$ cat src/rtl/ternary_mac_sched_if.sv
// Command and input-word handshake bundle for ternary_mac_sched.
// Host drives the master side; the scheduler is the slave.
interface ternary_mac_sched_if;
  logic       cmd_valid;
  logic       cmd_ready;
  logic [1:0] cmd_op;
  logic [7:0] cmd_count;
  logic       in_valid;
  logic       in_ready;

  modport master (
    output cmd_valid, cmd_op, cmd_count, in_valid,
    input  cmd_ready, in_ready
  );

  modport slave (
    input  cmd_valid, cmd_op, cmd_count, in_valid,
    output cmd_ready, in_ready
  );
endinterface

$ cat src/rtl/ternary_mac_sched.sv
// Command-driven load/mult scheduler for the ternary matrix-vector datapath.
// Define TERNARY_SCHED_ABORT_EN to allow ABORT to cancel a running LOAD/MULT.
module ternary_mac_sched #(
  parameter int MAX_IN_LEN  = 14,
  parameter int MAX_OUT_LEN = 7,
  parameter int LOAD_WORDS  = 14,
  parameter int MULT_LAT    = 1
) (
  input  logic               clk,
  input  logic               rst_n,
  ternary_mac_sched_if.slave bus,
  output logic               load_en,
  output logic [3:0]         load_idx,
  output logic               mult_en,
  output logic [2:0]         row,
  output logic               out_valid,
  output logic [2:0]         out_row,
  output logic               weights_valid,
  output logic               busy,
  output logic               done,
  output logic               err
);

  if (LOAD_WORDS * 16 < 2 * MAX_IN_LEN * MAX_OUT_LEN) begin : g_chk
    $error("LOAD_WORDS too small for weight matrix");
  end

  typedef enum logic [1:0] {IDLE, LOAD, MULT} state_t;

  localparam logic [3:0] WORD_LAST = 4'(LOAD_WORDS - 1);
  localparam logic [2:0] ROW_LAST  = 3'(MAX_OUT_LEN - 1);

  state_t     state;
  logic [3:0] word_cnt;
  logic [7:0] vec_left;
  logic       live;
  logic       cmd_fire;
  logic       op_load;
  logic       op_mult;
  logic       op_abort;
  logic       abort;
  logic       reject;

  assign op_load  = bus.cmd_op == 2'b01;
  assign op_mult  = bus.cmd_op == 2'b10;
  assign op_abort = bus.cmd_op == 2'b11;
  assign cmd_fire = bus.cmd_valid & bus.cmd_ready;

`ifdef TERNARY_SCHED_ABORT_EN
  assign bus.cmd_ready = live;
  assign abort  = cmd_fire & (state != IDLE) & op_abort;
  assign reject = cmd_fire & (state != IDLE) & (op_load | op_mult);
`else
  assign bus.cmd_ready = live & (state == IDLE);
  assign abort  = 1'b0;
  assign reject = 1'b0;
`endif

  assign bus.in_ready = (state == LOAD) |
                        ((state == MULT) & (row == 3'd0));
  assign load_en  = (state == LOAD) & bus.in_valid;
  assign load_idx = word_cnt;
  assign mult_en  = (state == MULT) &
                    ((row != 3'd0) | bus.in_valid);
  assign busy     = state != IDLE;

  always_ff @(posedge clk or negedge rst_n) begin
    if (!rst_n) begin
      state         <= IDLE;
      word_cnt      <= '0;
      row           <= '0;
      vec_left      <= '0;
      weights_valid <= 1'b0;
      done          <= 1'b0;
      err           <= 1'b0;
      live          <= 1'b0;
    end else begin
      live <= 1'b1;
      done <= 1'b0;
      err  <= reject;
      if (abort) begin
        state         <= IDLE;
        word_cnt      <= '0;
        row           <= '0;
        vec_left      <= '0;
        weights_valid <= 1'b0;
      end else begin
        unique case (state)
          IDLE: begin
            if (cmd_fire) begin
              unique case (1'b1)
                op_load: begin
                  state         <= LOAD;
                  word_cnt      <= '0;
                  weights_valid <= 1'b0;
                end
                op_mult: begin
                  if (weights_valid && bus.cmd_count != 8'd0) begin
                    state    <= MULT;
                    vec_left <= bus.cmd_count;
                    row      <= '0;
                  end else begin
                    err <= 1'b1;
                  end
                end
                default: ;
              endcase
            end
          end
          LOAD: begin
            if (bus.in_valid) begin
              word_cnt <= word_cnt + 4'd1;
              if (word_cnt == WORD_LAST) begin
                state         <= IDLE;
                word_cnt      <= '0;
                weights_valid <= 1'b1;
                done          <= 1'b1;
              end
            end
          end
          MULT: begin
            if (mult_en) begin
              if (row == ROW_LAST) begin
                row      <= '0;
                vec_left <= vec_left - 8'd1;
                if (vec_left == 8'd1) begin
                  state <= IDLE;
                  done  <= 1'b1;
                end
              end else begin
                row <= row + 3'd1;
              end
            end
          end
          default: state <= IDLE;
        endcase
      end
    end
  end

  // Result tag pipe mirrors datapath latency; abort flushes in-flight rows.
  logic       pv [MULT_LAT];
  logic [2:0] pr [MULT_LAT];

  always_ff @(posedge clk or negedge rst_n) begin
    if (!rst_n) begin
      for (int i = 0; i < MULT_LAT; i++) begin
        pv[i] <= 1'b0;
        pr[i] <= '0;
      end
    end else begin
      pv[0] <= mult_en & ~abort;
      pr[0] <= row;
      for (int i = 1; i < MULT_LAT; i++) begin
        pv[i] <= pv[i-1] & ~abort;
        pr[i] <= pr[i-1];
      end
    end
  end

  assign out_valid = pv[MULT_LAT-1];
  assign out_row   = pr[MULT_LAT-1];

endmodule
$ cat src/flat_wrapper.sv
// flat-port wrapper written by rule: the top's interface ports become plain ports
module ternary_mac_sched_flat 
#(
  parameter int MAX_IN_LEN  = 14,
  parameter int MAX_OUT_LEN = 7,
  parameter int LOAD_WORDS  = 14,
  parameter int MULT_LAT    = 1
)
  (clk, rst_n, load_en, load_idx, mult_en, row, out_valid, out_row, weights_valid, busy, done, err, bus_cmd_valid, bus_cmd_op, bus_cmd_count, bus_in_valid, bus_cmd_ready, bus_in_ready);
  ternary_mac_sched_if bus_i ();
  input  logic clk;
  input  logic rst_n;
  output logic load_en;
  output logic [3:0] load_idx;
  output logic mult_en;
  output logic [2:0] row;
  output logic out_valid;
  output logic [2:0] out_row;
  output logic weights_valid;
  output logic busy;
  output logic done;
  output logic err;
  input wire logic [$bits(bus_i.cmd_valid)-1:0] bus_cmd_valid;
  input wire logic [$bits(bus_i.cmd_op)-1:0] bus_cmd_op;
  input wire logic [$bits(bus_i.cmd_count)-1:0] bus_cmd_count;
  input wire logic [$bits(bus_i.in_valid)-1:0] bus_in_valid;
  output wire logic [$bits(bus_i.cmd_ready)-1:0] bus_cmd_ready;
  output wire logic [$bits(bus_i.in_ready)-1:0] bus_in_ready;
  assign bus_i.cmd_valid = bus_cmd_valid;
  assign bus_i.cmd_op = bus_cmd_op;
  assign bus_i.cmd_count = bus_cmd_count;
  assign bus_i.in_valid = bus_in_valid;
  assign bus_cmd_ready = bus_i.cmd_ready;
  assign bus_in_ready = bus_i.in_ready;
  ternary_mac_sched #(.MAX_IN_LEN(MAX_IN_LEN), .MAX_OUT_LEN(MAX_OUT_LEN), .LOAD_WORDS(LOAD_WORDS), .MULT_LAT(MULT_LAT)) u_core (.clk(clk), .rst_n(rst_n), .bus(bus_i), .load_en(load_en), .load_idx(load_idx), .mult_en(mult_en), .row(row), .out_valid(out_valid), .out_row(out_row), .weights_valid(weights_valid), .busy(busy), .done(done), .err(err));
endmodule
$ cat config.mk
export PLATFORM = sky130hd
export DESIGN_NAME = ternary_mac_sched_flat
export DESIGN_NICKNAME = d
export VERILOG_FILES = /design/src/rtl/ternary_mac_sched_if.sv /design/src/rtl/ternary_mac_sched.sv /design/src/flat_wrapper.sv
export SDC_FILE = /design/constraint.sdc
export NUM_CORES = 1
export LEC_CHECK = 0
export CORE_MARGIN = 2
export CORE_UTILIZATION = 49
export DETAILED_ROUTE_END_ITERATION = 16
export MAX_ROUTING_LAYER = met4
export PLACE_DENSITY = 0.78
export RECOVER_POWER = 25
export SETUP_SLACK_MARGIN = 0.2
export SYNTH_ARGS = -nofsm -noshare
export SYNTH_HDL_FRONTEND = slang
export SYNTH_SLANG_ARGS = --single-unit
$ cat constraint.sdc
create_clock -name clk -period 2.5 [get_ports clk]
set_input_delay 0.5 -clock clk [delete_from_list [all_inputs] [get_ports clk]]
set_output_delay 0.5 -clock clk [all_outputs]
set_load 0.1 [all_outputs]
## Yosys cells after proc, flatten, opt, wreduce, memory -nomap -nowiden

Index checks and enable logic that the tools add are counted.

| word-level totals | value |
|---|---|
| register bits after elaboration | 25 |
| bits in latches | 0 |
| memory bits (writable) | 0 |
| ROM bits | 0 |
| output and inout bits | 19 |
| memories | 0 |

| cells by class | value |
|---|---|
| add/subtract/negate cells | 3 |
| $mul | 0 |
| divide/modulo/power cells | 0 |
| order comparisons | 0 |
| equality and inequality tests | 18 |
| shift operators | 0 |
| mux-type cells | 41 |
| bitwise gates (word level) | 7 |
| reduce and logical (&&, ||, !) cells | 13 |

Operators with widths:

| cell | number |
|---|---|
| $mux W8 | 5 |
| $mux W4 | 4 |
| $pmux W8 S2 | 1 |
| $mux W3 | 5 |
| $mux W2 | 7 |
| $mux W1 | 13 |
| $ne A2 B2 Y1 const B | 6 |
| $reduce_and A5 Y1 | 2 |
| $eq A8 B1 Y1 const B | 1 |
| $pmux W4 S2 | 1 |
| $reduce_and A8 Y1 | 1 |
| $reduce_bool A8 Y1 | 1 |
| $sub A8 B1 Y8 const B | 1 |
| $ne A2 B1 Y1 const B | 3 |
| $pmux W2 S3 | 1 |
| $pmux W3 S2 | 1 |
| $reduce_and A6 Y1 | 1 |
| $reduce_bool A2 Y1 | 3 |
| $and A1 B1 Y1 | 5 |
| $add A4 B1 Y4 const B | 1 |
| $eq A2 B1 Y1 const B | 2 |
| $eq A2 B2 Y1 const B | 2 |
| $eq A4 B4 Y1 const B | 1 |
| $pmux W1 S2 | 2 |
| 11 further kinds | 12 |

## Depth between registers and ports, before layout

Gate-level depths: netlist of run 1.

| depth | value |
|---|---|
| depth after elaboration | 6 |
| depth in mapped cells | 8 |
| mapped depth without buffers | 7 |

## Worst setup path before layout of run 1

OpenSTA, ideal clock, no wires.

| timing | value |
|---|---|
| path type | register to output |
| start point | register u_core.row[0] |
| end point | output bus_in_ready |
| arrival | 3383 ps |
| slack | -1383 ps |
| cell stages (with the launch flop) | 3 |
| path buffers | 0 |
| cells stage by stage | dfrtp_1 nand2b_1 o31ai_1 |

| on the way | value |
|---|---|
| word-level cells in the longest chain between the ends | 3 |

RTL lines:

| element | RTL line | text |
|---|---|---|
| start: declaration | ternary_mac_sched.sv:15 | `output logic [2:0] row,` |
| start signal: assignment | ternary_mac_sched.sv:131 | `row <= row + 3'd1;` |
| $logic_not A3 Y1 | ternary_mac_sched.sv:60 | `((state == MULT) & (row == 3'd0));` |
| $and A1 B1 Y1 | ternary_mac_sched.sv:60 |  |
| $or A1 B1 Y1 | ternary_mac_sched.sv:59 | `assign bus.in_ready = (state == LOAD) \|` |
| end: declaration | flat_wrapper.sv:28 | `output wire logic [$bits(bus_i.in_ready)-1:0] bus_in_ready;` |

Every way passes these cells.

## Final worst setup path of run 1

| timing | value |
|---|---|
| start point | input bus_in_valid |
| end point | output mult_en |

| on the way | value |
|---|---|
| word-level cells in the longest chain between the ends | 2 |

RTL lines:

| element | RTL line | text |
|---|---|---|
| start: declaration | flat_wrapper.sv:26 | `input wire logic [$bits(bus_i.in_valid)-1:0] bus_in_valid;` |
| $or A1 B1 Y1 | ternary_mac_sched.sv:64 | `((row != 3'd0) \| bus.in_valid);` |
| $and A1 B1 Y1 | ternary_mac_sched.sv:63 | `assign mult_en = (state == MULT) &` |
| end: declaration | flat_wrapper.sv:15 | `output logic mult_en;` |

Every way passes these cells.

==> results.json, run 1 <==
{
  "dpl.cell_count": 222,
  "insertion_delay_ps": 320,
  "required_ps": 2000,
  "ys.flop_type": "dfrtp_1",
  "syn-instance-count": 158,
  "post_dp_cell_area_mm2": 0.00187,
  "synthArstFlopShare_pct": 100,
  "vias": 1345,
  "clk_root_buffer_cell": "clkbuf_4",
  "first_iter_violations": 31,
  "path_cells": "clkdlybuf4s50_1 -> o41a_2 -> buf_12",
  "start_util_pct": 52.1,
  "max-slew-margin-rel_pct": 9.48,
  "layoutNonFillerInstCount": 226,
  "outcome": "complete, no violations",
  "drive_above_1_share_pct": 21.0,
  "finalCritPeriodShare_pct": 89.3,
  "postRouteAntennaNets": 0,
  "final_hold_viol_count": 0,
  "clock_sinks": 25,
  "worst_path_max_delay_cell": "o41a_2",
  "synth_top_area_share_pct": 43.2,
  "htreeDepth": 1,
  "ir_worst_vdd_mv": 1.14,
  "synth_seq_cells": 25,
  "hp-class": "reg -> reg",
  "grt.overflow.total": 0,
  "cellPowerDensity_mw_per_mm2": 1090,
  "ys_seq_area_share_pct": 43.2,
  "grt_usage_pct": 22.4,
  "area_growth_pct": 30.4,
  "multi_input_area_um2": 792,
  "n_antenna_cell": 0,
  "via_per_inst": 5.95,
  "endpoint_kind": "primary output",
  "coreArea_mm2": 0.00278,
  "rsz0062_at_grt": "false",
  "num-fill-cells": 222,
  "seq_area_um2": 629,
  "design_area_mm2": 0.00189,
  "cp_top_family": "buffers and inverters",
  "finClkSkew_ps": 9.77,
  "place_congestion": 0.934,
  "synth_area_leaders": "dfrtp_1 43%, ha_1 6.0%, nand2_1 4.7%",
  "p_leak_nw": 0.818,
  "die_w_um": 58.4,
  "antenna_found_initial": 0,
  "rows": 19,
  "cts-hold-fix-buffers": 0,
  "grt_max_degree": 26,
  "routed_wl_um": 3350,
  "syn_avg_cell_area_um2": 9.17,
  "nNetsFinal": 217,
  "synthesis.area_mm2": 0.00145,
  "clk_path_buf_depth": 2,
  "cp_data_arrival_time_ps": 1730,
  "grt_pass1_wl_um": 5720,
  "fmax_ghz": 0.448,
  "yosysUniqueCellTypes": 44,
  "fin_setup_tns_ps": 0,
  "io_pins": 33,
  "worstMarginPinSlew_ps": 1360,
  "setup_viol": 0,
  "grt_pass1_vias": 1270,
  "dieArea_mm2": 0.00341,
  "path_class": "in -> out",
  "drv_slew": 0,
  "drc": 0,
  "synth_edf_count": 0,
  "cts_made_buffers": 3,
  "period_needed_ps": 2230,
  "cpPeakStageDelay_ps": 560,
  "die-height_um": 58.4,
  "cts_tree": "built",
  "syn_nets": 179,
  "critPathBufInv": 2,
  "yosysWarnings": 0,
  "wire_per_inst_um": 14.8,
  "drtPass1Iterations": 4,
  "cts.clk_slew.worst_paths_ps": 130,
  "hpwlAfterDp_um": 2560,
  "max_cap_viol_count": 0,
  "critPathLaunchType": "input pin",
  "synth.largest_area_cell": "dfrtp_1",
  "crit_fanout": 5,
  "portBuffers": 32
}
-- timing repair --
item                                    4_1_cts  5_1_grt
buffers inserted                              0        0
endpoints found under the hold margin         0        0
endpoints found under the setup margin        0        2
resized for setup                             0        2
-- state kept, by name, indices dropped and copies added (netlist names) --
signal / cells
u_core.err: 1
u_core.out_valid: 1
u_core.out_row: 3
u_core.load_idx: 4
u_core.state: 2
u_core.live: 1
u_core.done: 1
u_core.weights_valid: 1
u_core.row: 3
u_core.vec_left: 8
-- power by group --
group          leakage (nW)  internal, mW  switching, mW  total, mW
Sequential            0.324         0.508          0.125      0.633
Clock                0.0150        0.0623          0.117      0.180
Combinational         0.479         0.440          0.809       1.25
Total                 0.818          1.01           1.05       2.06
-- path summary, 6_finish.rpt --
path | slack (ps) | to | cells past startpoint | startpoint
setup reg to reg | 440 | u_core.vec_left[4]$_DFFE_PN0P_ | 5 | u_core.row[1]$_DFFE_PN0P_
setup / recovery | 270 | mult_en | 3 | bus_in_valid
min in group asynchronous | 990 | u_core.load_idx[1]$_DFFE_PN0P_ | 2 | rst_n
hold / removal | 520 | u_core.out_row[0]$_DFF_PN0_ | 0 | u_core.row[0]$_DFFE_PN0P_
hold reg to reg | 520 | u_core.out_row[0]$_DFF_PN0_ | 0 | u_core.row[0]$_DFFE_PN0P_
max in group asynchronous | 530 | u_core.row[0]$_DFFE_PN0P_ | 2 | rst_n
-- metal layers --
layer	wire length (um)	vias up	GRT usage (%)	share of wire (%)
met5	0	-	-	0
met2	1660	42	36.4	50
met4	20	0	7.64	0.60
met1	1500	639	29.1	45
met3	169	2	2.64	5.1
li1	-	662	-	-
-- layout make-up --
cell class              instances  area share [%]
multi-input cells             120            41.9
flip-flops and latches         25            33.3
repair buffers                 37            19.5
well taps                      31            2.05
inverters                       9            1.79
clock buffers                   4            1.39
-- through the flow --
| step | setup slack, ps | hold slack (ps) | total power, mW | util, % |
|---|---|---|---|---|
| 6_report | 268 | 518 | 2.06 | 67.9 |
| 5_1_grt | 204 | 541 | 2.19 | 67.9 |
| 4_1_cts | 256 | 520 | 2.06 | 68.2 |
| 3_5_place_dp | 195 | 487 | 1.88 | 67.3 |
| 3_3_place_gp | 288 | 488 | 1.85 | 67.3 |
| 2_1_floorplan | 212 | 204 | 1.51 | - |
-- cells in the final DEF (no fill, tap or decap), drive strengths merged, types with 3 or more instances in the layout --
cell / instances
dfrtp: 25
buf: 23
nand2: 18
o21ai: 12
clkdlybuf4s50: 12
inv: 9
a21oi: 8
nor2: 8
o22ai: 7
ha: 7
nand3: 6
nand2b: 5
nor4: 5
clkbuf: 5
or2: 4
a22o: 4
o31ai: 3
-- worst register-to-register path, stage by stage, from the launching register on --
cell and delay, ps:
dfrtp_1 630, nand3b_2 260, nor4b_1 670, or2_2 220, o21ai_0 70, a21oi_1 150
-- cells in the mapped netlist (2+ instances only) --
| cell | n |
|---|---|
| nand3_1 | 6 |
| o31ai_1 | 3 |
| dfrtp_1 | 25 |
| nor2_1 | 8 |
| nor2b_1 | 2 |
| a21oi_1 | 8 |
| o22ai_1 | 6 |
| a22oi_1 | 2 |
| nand2b_1 | 5 |
| o21ai_0 | 12 |
| o211ai_1 | 2 |
| nor3_1 | 2 |
| o22a_1 | 2 |
| nor4_1 | 5 |
| ha_1 | 7 |
| nand2_1 | 18 |
| clkbuf_1 | 3 |
| inv_1 | 9 |
| and2_1 | 2 |
| or2_2 | 4 |
| a22o_1 | 4 |
-- cells by family (layout without fill, tap and decap cells) --
kind of cell | after synthesis | count (layout) | synth area share (%)
compound gates | 51 | 51 | 24.7
buf+inv | 13 | 50 | 3.45
flops | 25 | 25 | 43.2
simple gates | 61 | 61 | 22.4
fa+ha+maj | 7 | 7 | 6.04
other cells | 1 | 1 | 0.259
Note: power is estimated with default switching activity, not from simulation.
==> run 2: changes to the inputs <==
--- a/config.mk
+++ b/config.mk
@@ -12,6 +12,7 @@
 export PLACE_DENSITY = 0.78
 export RECOVER_POWER = 25
 export SETUP_SLACK_MARGIN = 0.2
+export SLEW_MARGIN = 20
 export SYNTH_ARGS = -nofsm -noshare
 export SYNTH_HDL_FRONTEND = slang
 export SYNTH_SLANG_ARGS = --single-unit
==> results of run 2 <==
The final DEF is identical to that of run 1; final timing and power are the same.
